**src/rtl/display_pkg.sv**
```systemverilog
// Shared definitions for the paged BCD display.
//   disp_state_e : display sequencer states (IDLE, BLANK, PAGE)
//   BLANK_CODE   : digit code that decodes to an unlit display
//   SEG_*        : active-low 7-segment patterns, bit 0 = a ... bit 6 = g
//   num_pages()  : number of pages needed to show all digits
package display_pkg;

  typedef enum logic [1:0] {
    ST_IDLE  = 2'd0,
    ST_BLANK = 2'd1,
    ST_PAGE  = 2'd2
  } disp_state_e;

  localparam logic [3:0] BLANK_CODE = 4'hF;

  localparam logic [6:0] SEG_OFF = 7'h7F;
  localparam logic [6:0] SEG_0   = 7'h40;
  localparam logic [6:0] SEG_1   = 7'h79;
  localparam logic [6:0] SEG_2   = 7'h24;
  localparam logic [6:0] SEG_3   = 7'h30;
  localparam logic [6:0] SEG_4   = 7'h19;
  localparam logic [6:0] SEG_5   = 7'h12;
  localparam logic [6:0] SEG_6   = 7'h02;
  localparam logic [6:0] SEG_7   = 7'h78;
  localparam logic [6:0] SEG_8   = 7'h00;
  localparam logic [6:0] SEG_9   = 7'h10;

  function automatic int num_pages(input int nd, input int pd);
    return (nd + pd - 1) / pd;
  endfunction

endpackage

```
**src/rtl/seg7_decode.sv**
```systemverilog
// Combinational BCD to 7-segment decoder, active-low outputs.
//   code_i : BCD digit code; any code above 9 (including BLANK_CODE) is unlit
//   seg_o  : segments a..g in bits 0..6, 0 = segment lit
module seg7_decode
  import display_pkg::*;
(
  input  logic [3:0] code_i,
  output logic [6:0] seg_o
);

  always_comb begin
    seg_o = SEG_OFF;
    case (code_i)
      4'd0:    seg_o = SEG_0;
      4'd1:    seg_o = SEG_1;
      4'd2:    seg_o = SEG_2;
      4'd3:    seg_o = SEG_3;
      4'd4:    seg_o = SEG_4;
      4'd5:    seg_o = SEG_5;
      4'd6:    seg_o = SEG_6;
      4'd7:    seg_o = SEG_7;
      4'd8:    seg_o = SEG_8;
      4'd9:    seg_o = SEG_9;
      default: seg_o = SEG_OFF;
    endcase
  end

endmodule

```
**src/rtl/bcd_page_display.sv**
```systemverilog
// Shows a wide BCD value on a few 7-segment displays, one page at a time,
// most significant page first, with a blank page between frames. A push
// button starts and stops the sequence. Each frame is taken from a snapshot
// of bcd_in so a frame never mixes two values.
//
// Ports:
//   CLOCK_50    : single clock
//   rst_n       : asynchronous active-low reset (released synchronously)
//   toggle_btn  : active-low push button, asynchronous to CLOCK_50
//   bcd_in      : 4*NUM_DIGITS bits, digit 0 in [3:0]
//   seg_out     : 7*PAGE_DIGITS bits, active-low a..g, display 0 rightmost
//   run         : start/stop state
//   page_idx    : page currently shown, 0 = blank
//   frame_start : one-cycle pulse when a snapshot is taken
//
// Build option: define LEADING_ZERO_BLANK_EN to blank leading zeros
// (digit 0 is always shown).
module bcd_page_display
  import display_pkg::*;
#(
  parameter  int NUM_DIGITS   = 9,
  parameter  int PAGE_DIGITS  = 3,
  parameter  int TICK_DIV     = 25000000,
  parameter  int DEBOUNCE_CYC = 500000,
  localparam int NUM_PAGES    = num_pages(NUM_DIGITS, PAGE_DIGITS),
  localparam int PIW          = $clog2(NUM_PAGES + 1)
) (
  input  logic                     CLOCK_50,
  input  logic                     rst_n,
  input  logic                     toggle_btn,
  input  logic [4*NUM_DIGITS-1:0]  bcd_in,
  output logic [7*PAGE_DIGITS-1:0] seg_out,
  output logic                     run,
  output logic [PIW-1:0]           page_idx,
  output logic                     frame_start
);

  localparam int TW = (TICK_DIV > 1) ? $clog2(TICK_DIV) : 1;
  localparam int DW = (DEBOUNCE_CYC > 1) ? $clog2(DEBOUNCE_CYC) : 1;

  // Reset asserts immediately but is released on a clock edge, so no
  // flop sees a reset release close to its active edge.
  logic [1:0] rst_sync_q;
  logic       rst_int_n;

  always_ff @(posedge CLOCK_50 or negedge rst_n) begin
    if (!rst_n) rst_sync_q <= 2'b00;
    else        rst_sync_q <= {rst_sync_q[0], 1'b1};
  end

  assign rst_int_n = rst_sync_q[1];

  logic [1:0]             sync_q;
  logic                   btn_stable_q, btn_stable_d;
  logic [DW-1:0]          db_cnt_q, db_cnt_d;
  logic                   run_q, run_d;
  logic                   btn_press;
  disp_state_e            state_q, state_d;
  logic [PIW-1:0]         page_q, page_d;
  logic [TW-1:0]          tick_cnt_q, tick_cnt_d;
  logic                   tick;
  logic [4*NUM_DIGITS-1:0] snap_q, snap_d;
  logic [7*PAGE_DIGITS-1:0] seg_q, seg_next;
  logic                   frame_start_q, frame_start_d;

  // Debounce: the synchronised level must differ from the accepted level
  // for DEBOUNCE_CYC consecutive cycles before it is accepted. Only an
  // accepted press (1 -> 0) toggles run.
  always_comb begin
    db_cnt_d     = '0;
    btn_stable_d = btn_stable_q;
    btn_press    = 1'b0;
    if (sync_q[1] != btn_stable_q) begin
      if (db_cnt_q == DW'(DEBOUNCE_CYC - 1)) begin
        btn_stable_d = sync_q[1];
        btn_press    = ~sync_q[1];
      end else begin
        db_cnt_d = db_cnt_q + 1'b1;
      end
    end
    run_d = run_q ^ btn_press;
  end

  assign tick = (tick_cnt_q == TW'(TICK_DIV - 1));

  // Sequencer. A stop (run low) is tested before the tick so it wins
  // when both happen in the same cycle.
  always_comb begin
    state_d       = state_q;
    page_d        = page_q;
    snap_d        = snap_q;
    frame_start_d = 1'b0;
    tick_cnt_d    = tick ? '0 : tick_cnt_q + 1'b1;
    case (state_q)
      ST_IDLE: begin
        tick_cnt_d = '0;
        page_d     = '0;
        if (run_q) state_d = ST_BLANK;
      end
      ST_BLANK: begin
        if (!run_q) begin
          state_d    = ST_IDLE;
          tick_cnt_d = '0;
        end else if (tick) begin
          state_d       = ST_PAGE;
          page_d        = PIW'(NUM_PAGES);
          snap_d        = bcd_in;
          frame_start_d = 1'b1;
        end
      end
      ST_PAGE: begin
        if (!run_q) begin
          state_d    = ST_IDLE;
          page_d     = '0;
          tick_cnt_d = '0;
        end else if (tick) begin
          if (page_q == PIW'(1)) begin
            state_d = ST_BLANK;
            page_d  = '0;
          end else begin
            page_d = page_q - 1'b1;
          end
        end
      end
      default: begin
        state_d    = ST_IDLE;
        page_d     = '0;
        tick_cnt_d = '0;
      end
    endcase
  end

  // Digit codes for every display slot of every page, taken from the
  // snapshot as it will be after this edge. Slots past the last digit are
  // unlit.
  logic [3:0] shown [NUM_PAGES*PAGE_DIGITS];

`ifdef LEADING_ZERO_BLANK_EN
  // zero_from[k] is set when digits k..NUM_DIGITS-1 are all zero.
  logic [NUM_DIGITS:1] zero_from;
  assign zero_from[NUM_DIGITS] = 1'b1;
  for (genvar gi = 1; gi < NUM_DIGITS; gi++) begin : g_zero
    assign zero_from[gi] = zero_from[gi+1] & (snap_d[4*gi +: 4] == 4'd0);
  end
`endif

  for (genvar gi = 0; gi < NUM_PAGES*PAGE_DIGITS; gi++) begin : g_slot
    if (gi >= NUM_DIGITS) begin : g_pad
      assign shown[gi] = BLANK_CODE;
    end else if (gi == 0) begin : g_lsd
      assign shown[gi] = snap_d[3:0];
    end else begin : g_dig
`ifdef LEADING_ZERO_BLANK_EN
      assign shown[gi] = zero_from[gi] ? BLANK_CODE : snap_d[4*gi +: 4];
`else
      assign shown[gi] = snap_d[4*gi +: 4];
`endif
    end
  end

  // One decoder per physical display; page 0 (idle/blank) selects nothing.
  for (genvar gi = 0; gi < PAGE_DIGITS; gi++) begin : g_pos
    logic [3:0] code;
    always_comb begin
      code = BLANK_CODE;
      for (int p = 1; p <= NUM_PAGES; p++) begin
        if (page_d == PIW'(p)) code = shown[(p-1)*PAGE_DIGITS + gi];
      end
    end
    seg7_decode u_dec (
      .code_i (code),
      .seg_o  (seg_next[7*gi +: 7])
    );
  end

  always_ff @(posedge CLOCK_50 or negedge rst_int_n) begin
    if (!rst_int_n) begin
      sync_q        <= 2'b11;
      btn_stable_q  <= 1'b1;
      db_cnt_q      <= '0;
      run_q         <= 1'b0;
      state_q       <= ST_IDLE;
      page_q        <= '0;
      tick_cnt_q    <= '0;
      snap_q        <= '0;
      seg_q         <= '1;
      frame_start_q <= 1'b0;
    end else begin
      sync_q        <= {sync_q[0], toggle_btn};
      btn_stable_q  <= btn_stable_d;
      db_cnt_q      <= db_cnt_d;
      run_q         <= run_d;
      state_q       <= state_d;
      page_q        <= page_d;
      tick_cnt_q    <= tick_cnt_d;
      snap_q        <= snap_d;
      seg_q         <= seg_next;
      frame_start_q <= frame_start_d;
    end
  end

  assign seg_out     = seg_q;
  assign run         = run_q;
  assign page_idx    = page_q;
  assign frame_start = frame_start_q;

endmodule

```
**config.mk**
```make
export PLATFORM = sky130hd
export DESIGN_NAME = bcd_page_display
export DESIGN_NICKNAME = d
export VERILOG_FILES = /design/src/rtl/display_pkg.sv /design/src/rtl/seg7_decode.sv /design/src/rtl/bcd_page_display.sv
export SDC_FILE = /design/constraint.sdc
export NUM_CORES = 1
export LEC_CHECK = 0
export ABC_AREA = 1
export CAP_MARGIN = 5
export CORE_ASPECT_RATIO = 0.7
export CORE_MARGIN = 5
export CORE_UTILIZATION = 50
export CTS_CLUSTER_DIAMETER = 50
export DETAILED_ROUTE_END_ITERATION = 10
export PLACE_DENSITY = 0.68
export SYNTH_ARGS = -nofsm -noshare
export SYNTH_HDL_FRONTEND = slang
export SYNTH_SLANG_ARGS = --single-unit
```
**constraint.sdc**
```tcl
create_clock -name CLOCK_50 -period 7.5 [get_ports CLOCK_50]
set_input_delay 1.125 -clock CLOCK_50 [delete_from_list [all_inputs] [get_ports CLOCK_50]]
set_output_delay 1.125 -clock CLOCK_50 [all_outputs]
set_load 0.005 [all_outputs]
```
# Word-level counts from Yosys, hierarchy flattened
# Memories as Yosys holds them, arrays and structs flattened. A register that Yosys moved wholly into a read port is not among the register bits.
# Index checks and enable logic that the tools add are counted.
[op_classes]
n_addsub = 3
n_mul = 0
n_div = 0
order_cmp = 0
n_eq_ne = 13
shifts = 0
muxes = 35
bitwise = 2
reduce_logical = 7
[ops]
columns = ["op", "count"]
rows = [
  ["36-bit 2-to-1 mux", 3],
  ["25-bit 2-to-1 mux", 3],
  ["19-bit 2-to-1 mux", 2],
  ["4-bit 2-to-1 mux", 9],
  ["25-bit by 1-bit adder with 25-bit output, second input constant", 1],
  ["25-bit == test, second input constant", 1],
  ["2-bit 2-to-1 mux", 11],
  ["19-bit by 1-bit adder with 19-bit output, second input constant", 1],
  ["19-bit == test, second input constant", 1],
  ["3-bit inequality test, second input constant", 3],
  ["2-bit by 1-bit == test with 1-bit output, second input constant", 3],
  ["2-bit == test, second input constant", 3],
  ["2-bit case mux with 3 select lines", 1],
  ["1-bit 2-to-1 mux", 5],
  ["2-bit case mux with 2 select lines", 1],
  ["4-bit AND reduction", 1],
  ["1-bit logical NOT", 3],
  ["2-bit logical NOT", 1],
  ["2-bit inequality test, second input constant", 1],
  ["2-bit AND reduction", 1],
  ["2-bit OR reduction", 1],
  ["2-bit by 1-bit subtractor with 2-bit output, second input constant", 1],
  ["1-bit inequality test", 1],
  ["1-bit inverter", 1],
  ["1-bit bitwise XOR", 1],
]
[word_totals]
regBits = 91
latchBits = 0
ram_bits = 0
rom_bits = 336
inputBits = 39
output_inout_bits = 25
elab_cells = 73
n_memories = 3
[memory_table]
columns = ["name", "depth", "width", "rd", "rd_clocked_by_memory_dff", "wr", "line", "source"]
rows = [
  ["(no name shown)", 16, 7, 1, 1, 0, "seg7_decode.sv:13", "case (code_i)"],
  ["(no name shown)", 16, 7, 1, 1, 0, "seg7_decode.sv:13", ""],
  ["(no name shown)", 16, 7, 1, 1, 0, "seg7_decode.sv:13", ""],
]

# Depth between registers and ports, before layout
# Gate-level depths: netlist of the first run.
[depth]
depth_word = 9
ltp_mapped = 22
depth_no_buf = 21

# By module
# From an unflattened synthesis of the first run, not the netlist that was laid out.
[hier_totals]
cells_unflattened = 731
area_unflattened_um2 = 5904.4
[modules_own_cells]
columns = ["module", "n_inst", "cells_per_inst", "area_each_um2", "seq_area_each_um2"]
rows = [
  ["bcd_page_display", 1, 626, 5341.4, 2832.7],
  ["seg7_decode", 3, 35, 187.7, 0.0],
]

# Worst setup path before layout of the first run
# OpenSTA, ideal clock, no wires.
[synth_timing]
path_kind = "register -> register"
start = "register tick_cnt_q[0]"
end = "register seg_q[14], in the netlist seg_out[14]"
setup_ns = 0.081
t_arrival_ns = 2.392
required_time_ns = 7.419
slack_ns = 5.027
path_stages_with_launch = 22
path_cell_list = "dfrtp_1 ha_1 nand2_1 nor2_4 nand2_2 nor2_4 nand2_4 nand2_1 nand3_2 nand2_4 nand2_4 clkinv_4 nand2_4 buf_6 nor2_1 inv_1 nand2_2 inv_1 ha_1 nand3b_1 nand3_1 nand2_1"
[synth_via]
elab_chain_cells = 8
elab_cells_between_ends = 15
[synth_lines]
columns = ["element", "line", "source"]
rows = [
  ["start: declaration", "bcd_page_display.sv:60", "logic [TW-1:0] tick_cnt_q, tick_cnt_d;"],
  ["start signal: assignment", "bcd_page_display.sv:195", "tick_cnt_q <= tick_cnt_d;"],
  ["25-bit == test (*)", "bcd_page_display.sv:84", "assign tick = (tick_cnt_q == TW'(TICK_DIV - 1));"],
  ["2-bit 2-to-1 mux (on tied branches)", "bcd_page_display.sv:116, bcd_page_display.sv:104", ""],
  ["2-bit 2-to-1 mux (on tied branches)", "bcd_page_display.sv:112, bcd_page_display.sv:101", ""],
  ["2-bit case mux with 2 select lines", "bcd_page_display.sv:94", "case (state_q)"],
  ["2-bit by 1-bit == test with 1-bit output", "bcd_page_display.sv:167", "if (page_d == PIW'(p)) code = shown[(p-1)*PAGE_DIGITS + gi];"],
  ["4-bit 2-to-1 mux (2 in a row)", "bcd_page_display.sv:167", ""],
  ["4-bit 2-to-1 mux (*)", "bcd_page_display.sv:167", ""],
  ["end: declaration", "bcd_page_display.sv:63", "logic [7*PAGE_DIGITS-1:0] seg_q, seg_next;"],
]
# Every way passes the cells marked *; elsewhere a longest branch is shown, timed or not.
# A chain may end at the register's enable or synchronous reset.

# Worst setup path in the final report of the first run
[layout_timing]
start = "register tick_cnt_q[0]"
end = "register seg_q[17], in the netlist seg_out[17]"
# Same word-level chain as after synthesis.

==> key figures, run 1 <==
Synth
  – Post-Syn Instances: 714
  – Syn Nets: around 780
  – Avg Cell Area, Syn: around 8.5 sq um
  – Synth warn: 0
  – Largest family of logic cells by synthesized area: simple AND/OR/NAND/NOR gates
  – Xor/xnor share of the synthesized area: 0.02445
  – Syn Std Cell Area: 6091 sq um
  – Mux contribution to synthesized area: 0.001643
  – Synth Area in Adders: 0.04519
  – Synthesized flop and latch total: between 100 and 150
  – Compound-cell area share of the yosys netlist: 0.09532
  – Synth cell types: 47
  – Simple-gate share of the synthesized area: 0.2658
  – Sequential fraction of the synthesis area: 0.4651

GRT
  – Layer with the highest usage: met2
  – Antenna violations before repair: 0
  – Largest net degree at the start of global routing: between 50 and 60
  – Met2 Usage GRT: 0.2921
  – GRT overflow: 0
  – Tot GR Track Use: 0.1958
  – M3 GR Usage: 0.04630
  – Met1 GRT Util: 0.2900
  – Vias in the first global route: 4,699
  – First-pass GRT wire length: 22,800 microns

Die
  – Die area: 14,520 sq um
  – Core area: roughly 12,000 sq um
  – Initial Utilization: 0.5158
  – Row count: 33
  – IO Count: 64
  – Die width: 141.9 microns
  – Die Ht: a little over 100 microns

STA
  – Worst slew margin: 0.3606
  – Clock Skew: ~0.0095 ns
  – Final Cycle Share: 0.4451
  – Peak Freq: around 0.3 GHz
  – Max Transition Viols Final: 0
  – Worst Tran Pin Value: 0.9467 ns
  – Min cycle time layout: 3.338 ns
  – Setup TNS after final layout: 0 ns
  – Endpoints failing setup: 0
  – Fin Hold WS: ~0.36 ns
  – Final hold viol count: 0
  – Unrepaired setup endpoints after global routing: no

Finish
  – Final core utilization: 0.5998
  – Diode count: 0
  – Multi-input logic area: 2638 sq um
  – Area growth syn-to-layout: 16.29%
  – Final-layout fill cell count: 1,054
  – Nets: 836
  – Most frequent cells in the layout: nand2_1 (123), inv_1 (121), dfrtp_1 (87)
  – Share of cells above drive strength 1: 0.1385
  – Commonest non-fill, non-tap cell in the layout: nand2_1
  – Sequential Area: 2836 sq um

Run
  – MaxCap Viol Count: 0

Power
  – Total Power: 0.001122 W
  – PwrDens: ~160 nW/um^2
  – Worst vdd ir: between 0.1 and 0.15 mV
  – Leak Pwr: 3.535 nW

Critical path
  – CP Data Required Time: roughly 7.8 ns
  – CP endpoint kind: register
  – Slowest CP cell: nor2_8
  – CP startpoint kind: register
  – Slowest stage delay, CP: 0.45 ns
  – Buf/Inv on CP: 2
  – Critical setup path kind: reg -> reg
  – Crit path max-delay family: simple AND/OR/NAND/NOR gates
  – Arr. time, crit path: 3.61 ns
  – Critical-path maximum fanout: 49
  – Crit path cell chain: ha_1 -> nand2_1 -> nor2_4 -> nand2_2 -> nor2_4 -> nand2_4 -> nor2_8 -> inv_2 -> o21ai_0 -> nor2_1 -> a21oi_2 -> inv_1 -> ha_1 -> nand3b_1 -> nand3_1 -> nand2_1

Placement
  – Placer congestion estimate: 0.8915
  – I/O Buffers: 63
  – DP Wirelength: 9799 microns

Drt
  – DRT iter0 DRCs: 241
  – Antenna Nets Post-Route: 0
  – Total wire length: 13,420 microns
  – DR WL/cell: 14.32 microns
  – Vias/cell: 5.064
  – # DRC: 0
  – Initial DRT Pass Iterations: 5
  – Via count: roughly 4,700

Clock tree
  – Post-CTS Resized: 0
  – Total CTS buffers: 9
  – Post-CTS setup buffers: 0
  – Worst skew pair latency: roughly 0.35 ns
  – Post-CTS Hold Fix Bufs: 0
  – Clock root cell: clkbuf_16
  – CTS tree: yes
  – Clock sinks: 112
  – H-Tree Depth: 3
  – CTS max path bufs: 2
  – CTS clk-pin slew, worst paths: 0.08 ns

Min path
  – Min-Delay Path Class: reg -> reg

Outcome
  – Outcome: finished clean
final timing paths:
| path | startpoint | end | slack, ns | depth (start not counted) |
|---|---|---|---|---|
| max reg2reg | tick_cnt_q[0]$_DFF_PN0_ | seg_out[17]$_DFF_PN1_ | 4.16 | 16 |
| min | sync_q[0]$_DFF_PN1_ | sync_q[1]$_DFF_PN1_ | 0.36 | 0 |
| max in group asynchronous | rst_sync_q[1]$_DFF_PN0_ | db_cnt_q[14]$_DFF_PN0_ | 5.95 | 1 |
| min in group asynchronous | rst_sync_q[1]$_DFF_PN0_ | snap_q[14]$_DFF_PN0_ | 0.39 | 0 |
| max | tick_cnt_q[0]$_DFF_PN0_ | seg_out[17]$_DFF_PN1_ | 4.16 | 16 |
| min reg2reg | sync_q[0]$_DFF_PN1_ | sync_q[1]$_DFF_PN1_ | 0.36 | 0 |
sequential cells by signal, indices dropped and copies added, names as in the netlist:
name          count
btn_stable_q      1
db_cnt_q         19
frame_start       1
page_idx          2
rst_sync_q        2
run               1
seg_out          21
snap_q           36
state_q           2
sync_q            2
tick_cnt_q       25
per-layer routing:
metal / part of all wire / routed length, microns
met3: 0.044 / 593
met5: 0 / 0
met1: 0.50 / 6663
met4: 0.012 / 156
met2: 0.45 / 6006
report_power, final:
group | leakage [nW] | internal [W] | total (W) | switching, W
clock | 0.141 | 0.000247 | 0.000474 | 0.000227
combinational | 1.92 | 0.0000203 | 0.0000344 | 0.0000141
sequential | 1.47 | 0.000607 | 0.000614 | 0.00000704
total | 3.54 | 0.000874 | 0.00112 | 0.000249
synth_stat cells, drive strengths merged:
cell      n  area (sq um)
mux2i     1         10.01
nand4    20         125.1
o41ai     1         8.760
clkbuf    3         11.26
o211ai    2         15.01
xnor2     3         26.28
conb      1         3.750
nand3    41         210.2
o31ai     2         15.01
dfstp    24         630.6
nor4      1         6.260
nor3     20         110.1
dfrtp    88          2202
nand3b    3         22.52
nor2     77         337.8
clkinv    1         8.760
a211oi    3         22.52
nor3b     5         37.54
ha       22         275.3
nand2   140         588.1
xor2     14         122.6
o21ai    56         359.1
o21a      2         15.01
buf      13         142.6
or2      27         168.9
and3      2         12.51
inv     122         457.9
a21oi    20         145.1
cells by family after synthesis:
logic type / after synthesis
simple gates: 336
buf+inv: 139
flops: 112
compound gates: 86
fa+ha+maj: 22
xor+xnor: 17
other cells: 1
mux: 1
through the flow:
| step | setup WS (ns) | instances | instance area [sq um] |
|---|---|---|---|
| 2_1_floorplan | 4.191 | 714 | 6091 |
| 3_3_place_gp | 4.433 | 921 | 6790 |
| 3_5_place_dp | 4.231 | 921 | 6790 |
| 4_1_cts | 4.152 | 937 | 7083 |
| 5_1_grt | 3.834 | 937 | 7083 |
| 6_report | 4.162 | 937 | 7083 |
layout make-up:
class / count / area share
clock inverter: 5 / 0.005653
multi-input combinational: 463 / 0.3724
tap: 157 / 0.02773
sequential: 112 / 0.4005
clock buffer: 11 / 0.03568
inverter: 123 / 0.06589
timing repair buffer: 66 / 0.09221
Note: power is estimated with default switching activity, not from simulation.
==> run 2, diff against run 1 <==
==> constraint.sdc (replaced) <==
create_clock -name CLOCK_50 -period 3.4 [get_ports CLOCK_50]
set_input_delay 0.51 -clock CLOCK_50 [delete_from_list [all_inputs] [get_ports CLOCK_50]]
set_output_delay 0.51 -clock CLOCK_50 [all_outputs]
set_load 0.005 [all_outputs]
==> key figures, run 2 (synthesis gave the netlist of run 1 again) <==
Die
  – Core area: 11,810 sq um (unchanged)
  – IO Count: 64 (unchanged)
  – Row count: 33 (unchanged)
  – Die Ht: 102.3 microns (unchanged)
  – Die area: 14,520 sq um (unchanged)
  – Initial Utilization: 0.5158 (unchanged)
  – Die width: 141.9 microns (unchanged)

STA
  – Fin Hold WS: 0.3109 ns (-0.04951 ns)
  – Max Transition Viols Final: 0 (unchanged)
  – Min cycle time layout: 3.131 ns (-0.2066 ns)
  – Endpoints failing setup: 0 (unchanged)
  – Worst Tran Pin Value: 0.7158 ns (-0.2309 ns)
  – Final Cycle Share: 0.9210 (+0.4759)
  – Unrepaired setup endpoints after global routing: no
  – Clock Skew: 0.008321 ns (-0.001152 ns)
  – Setup ws final: 0.2686 ns (-3.893 ns)
  – Peak Freq: 0.3193 GHz (+6.6%)
  – Setup TNS after final layout: 0 ns (unchanged)
  – Final hold viol count: 0 (unchanged)
  – Worst slew margin: 0.5228 (+0.1622)

GRT
  – First-pass GRT wire length: 22,870 microns (+0.27%)
  – Vias in the first global route: 4,781 (+1.7%)
  – Antenna violations before repair: 0 (unchanged)
  – GRT overflow: 0 (unchanged)
  – Tot GR Track Use: 0.1973 (+0.001535)
  – Largest net degree at the start of global routing: 54 (-6.9%)

Drt
  – Initial DRT Pass Iterations: 6 (+1)
  – Top sig layer: met4
  – Vias/cell: 5.153 (+1.8%)
  – Routed metal-1 wire length: 6552 microns (-1.7%)
  – Antenna Nets Post-Route: 0 (unchanged)
  – DR WL met2: 6100 microns (+1.6%)
  – # DRC: 0 (unchanged)
  – Met3 wire length: 845 microns (+42%)
  – Total wire length: 13,640 microns (+1.6%)
  – Via count: 4,854 (+2.3%)
  – DR WL/cell: 14.48 microns (+1.1%)
  – DRT iter0 DRCs: 247 (+2.5%)

Critical path
  – CP endpoint kind: register
  – CP Data Required Time: 3.68 ns (-4.09 ns)
  – Critical-path maximum fanout: 15 (-69%)
  – Arr. time, crit path: 3.41 ns (-0.20 ns)
  – Critical setup path kind: reg -> reg
  – CP startpoint kind: register

Clock tree
  – CTS tree: yes
  – Worst skew pair latency: 0.35 ns (about the same)
  – Total CTS buffers: 9 (unchanged)
  – H-Tree Depth: 3 (unchanged)
  – CTS max path bufs: 2 (unchanged)
  – Clock root cell: clkbuf_16
  – Clock sinks: 112 (unchanged)
  – Post-CTS setup buffers: 0 (unchanged)
  – CTS clk-pin slew, worst paths: 0.07 ns (about the same)
  – Post-CTS Hold Fix Bufs: 0 (unchanged)
  – Post-CTS Resized: 0 (unchanged)

Placement
  – Worst slack, placed: 0.3395 ns (-3.892 ns)
  – I/O Buffers: 63 (unchanged)
  – Placer congestion estimate: 0.8846 (-0.77%)
  – DP Wirelength: 10,020 microns (+2.3%)

Finish
  – Largest register by flop count: snap_q
  – Final core utilization: 0.6040 (+0.004238)
  – Diode count: 0 (unchanged)
  – Nets: 841 (+0.60%)
  – Multi-input logic area: 2638 sq um (unchanged)
  – Share of cells above drive strength 1: 0.1414 (+0.002940)
  – Max reg flops: 36 (unchanged)
  – Commonest non-fill, non-tap cell in the layout: nand2_1
  – Final-layout fill cell count: 1,066 (+1.1%)
  – Area growth syn-to-layout: 17.11%
  – Sequential Area: 2836 sq um (unchanged)
  – Most frequent cells in the layout: nand2_1 (123), inv_1 (121), dfrtp_1 (87)

Power
  – PwrDens: 348.7 nW/um^2 (+120%)
  – Worst vdd ir: 0.3498 mV (+240%)
  – Total Power: 0.002487 W (+120%)
  – Leak Pwr: 3.564 nW (+0.81%)

Run
  – MaxCap Viol Count: 0 (unchanged)

Outcome
  – Outcome: finished clean

Min path
  – Min-Delay Path Class: in -> async
[run 2: cell count changes in the layout (fill, tap and decap cells not counted), sizes merged]
cell,previous run,this run
bufinv,0,1
inv,123,122
clkbuf,11,13
clkinv,4,2
buf,3,8
[run 2: worst paths after layout]
path / start / to / slack [ns] / cells past startpoint
hold reg to reg: rst_sync_q[0]$_DFF_PN0_ / rst_sync_q[1]$_DFF_PN0_ / 0.36 / 0
max in group asynchronous: rst_sync_q[1]$_DFF_PN0_ / seg_out[19]$_DFF_PN1_ / 2.25 / 1
setup / recovery: state_q[1]$_DFFE_PN0P_ / seg_out[3]$_DFF_PN1_ / 0.27 / 18
setup reg to reg: state_q[1]$_DFFE_PN0P_ / seg_out[3]$_DFF_PN1_ / 0.27 / 18
hold / removal: rst_n / rst_sync_q[1]$_DFF_PN0_ / 0.31 / 1
min in group CLOCK_50: rst_sync_q[0]$_DFF_PN0_ / rst_sync_q[1]$_DFF_PN0_ / 0.36 / 0
[run 2: per-stage QoR]
step | area, sq um | cells
after floorplan | 6091 | 714
after global placement | 6840 | 926
after detailed placement | 6840 | 926
after CTS | 7133 | 942
after global routing | 7133 | 942
final | 7133 | 942
[run 2: area by class of cell]
type / count / share of cell area
Tap cell: 157 / 0.02754
Clock inverter: 3 / 0.005964
Inverter: 123 / 0.06543
Sequential cell: 112 / 0.3976
Clock buffer: 13 / 0.03508
Timing Repair Buffer: 71 / 0.09858
Multi-Input combinational cell: 463 / 0.3698
[run 2: per-layer routing]
layer  track usage  vias up
met3       0.05332       11
met2        0.3128      122
met5             0        -
met4       0.04646        0
li1              -     2389
met1        0.2734     2332
[run 2: critical path, stage by stage (launching register included)]
cell	delay (ns)
dfrtp_1	0.41
inv_1	0.09
ha_1	0.24
nand2_1	0.23
inv_1	0.08
nand3_1	0.17
nand2_1	0.07
inv_1	0.09
nand2_4	0.07
nand2_4	0.13
clkinv_4	0.19
nand2_4	0.25
nor2_1	0.09
a21oi_2	0.25
inv_1	0.12
ha_1	0.21
nand3b_1	0.19
nand3_1	0.10
nand2_1	0.06
[run 2: power by group]
part	switching (W)	leakage (nW)	internal (W)
combinational	0.0000324	1.95	0.0000471
sequential	0.0000152	1.47	0.00134
clock	0.000461	0.140	0.000592
total	0.000509	3.56	0.00198
==> run 3, diff against run 2 <==
==> constraint.sdc (replaced) <==
create_clock -name CLOCK_50 -period 3.4 [get_ports CLOCK_50]
set_input_delay 0.51 -clock CLOCK_50 [delete_from_list [all_inputs] [get_ports CLOCK_50]]
set_output_delay 0.51 -clock CLOCK_50 [all_outputs]
set_load 0.01 [all_outputs]
==> results of run 3 <==
The final DEF is identical to that of run 2; final timing and power are the same.
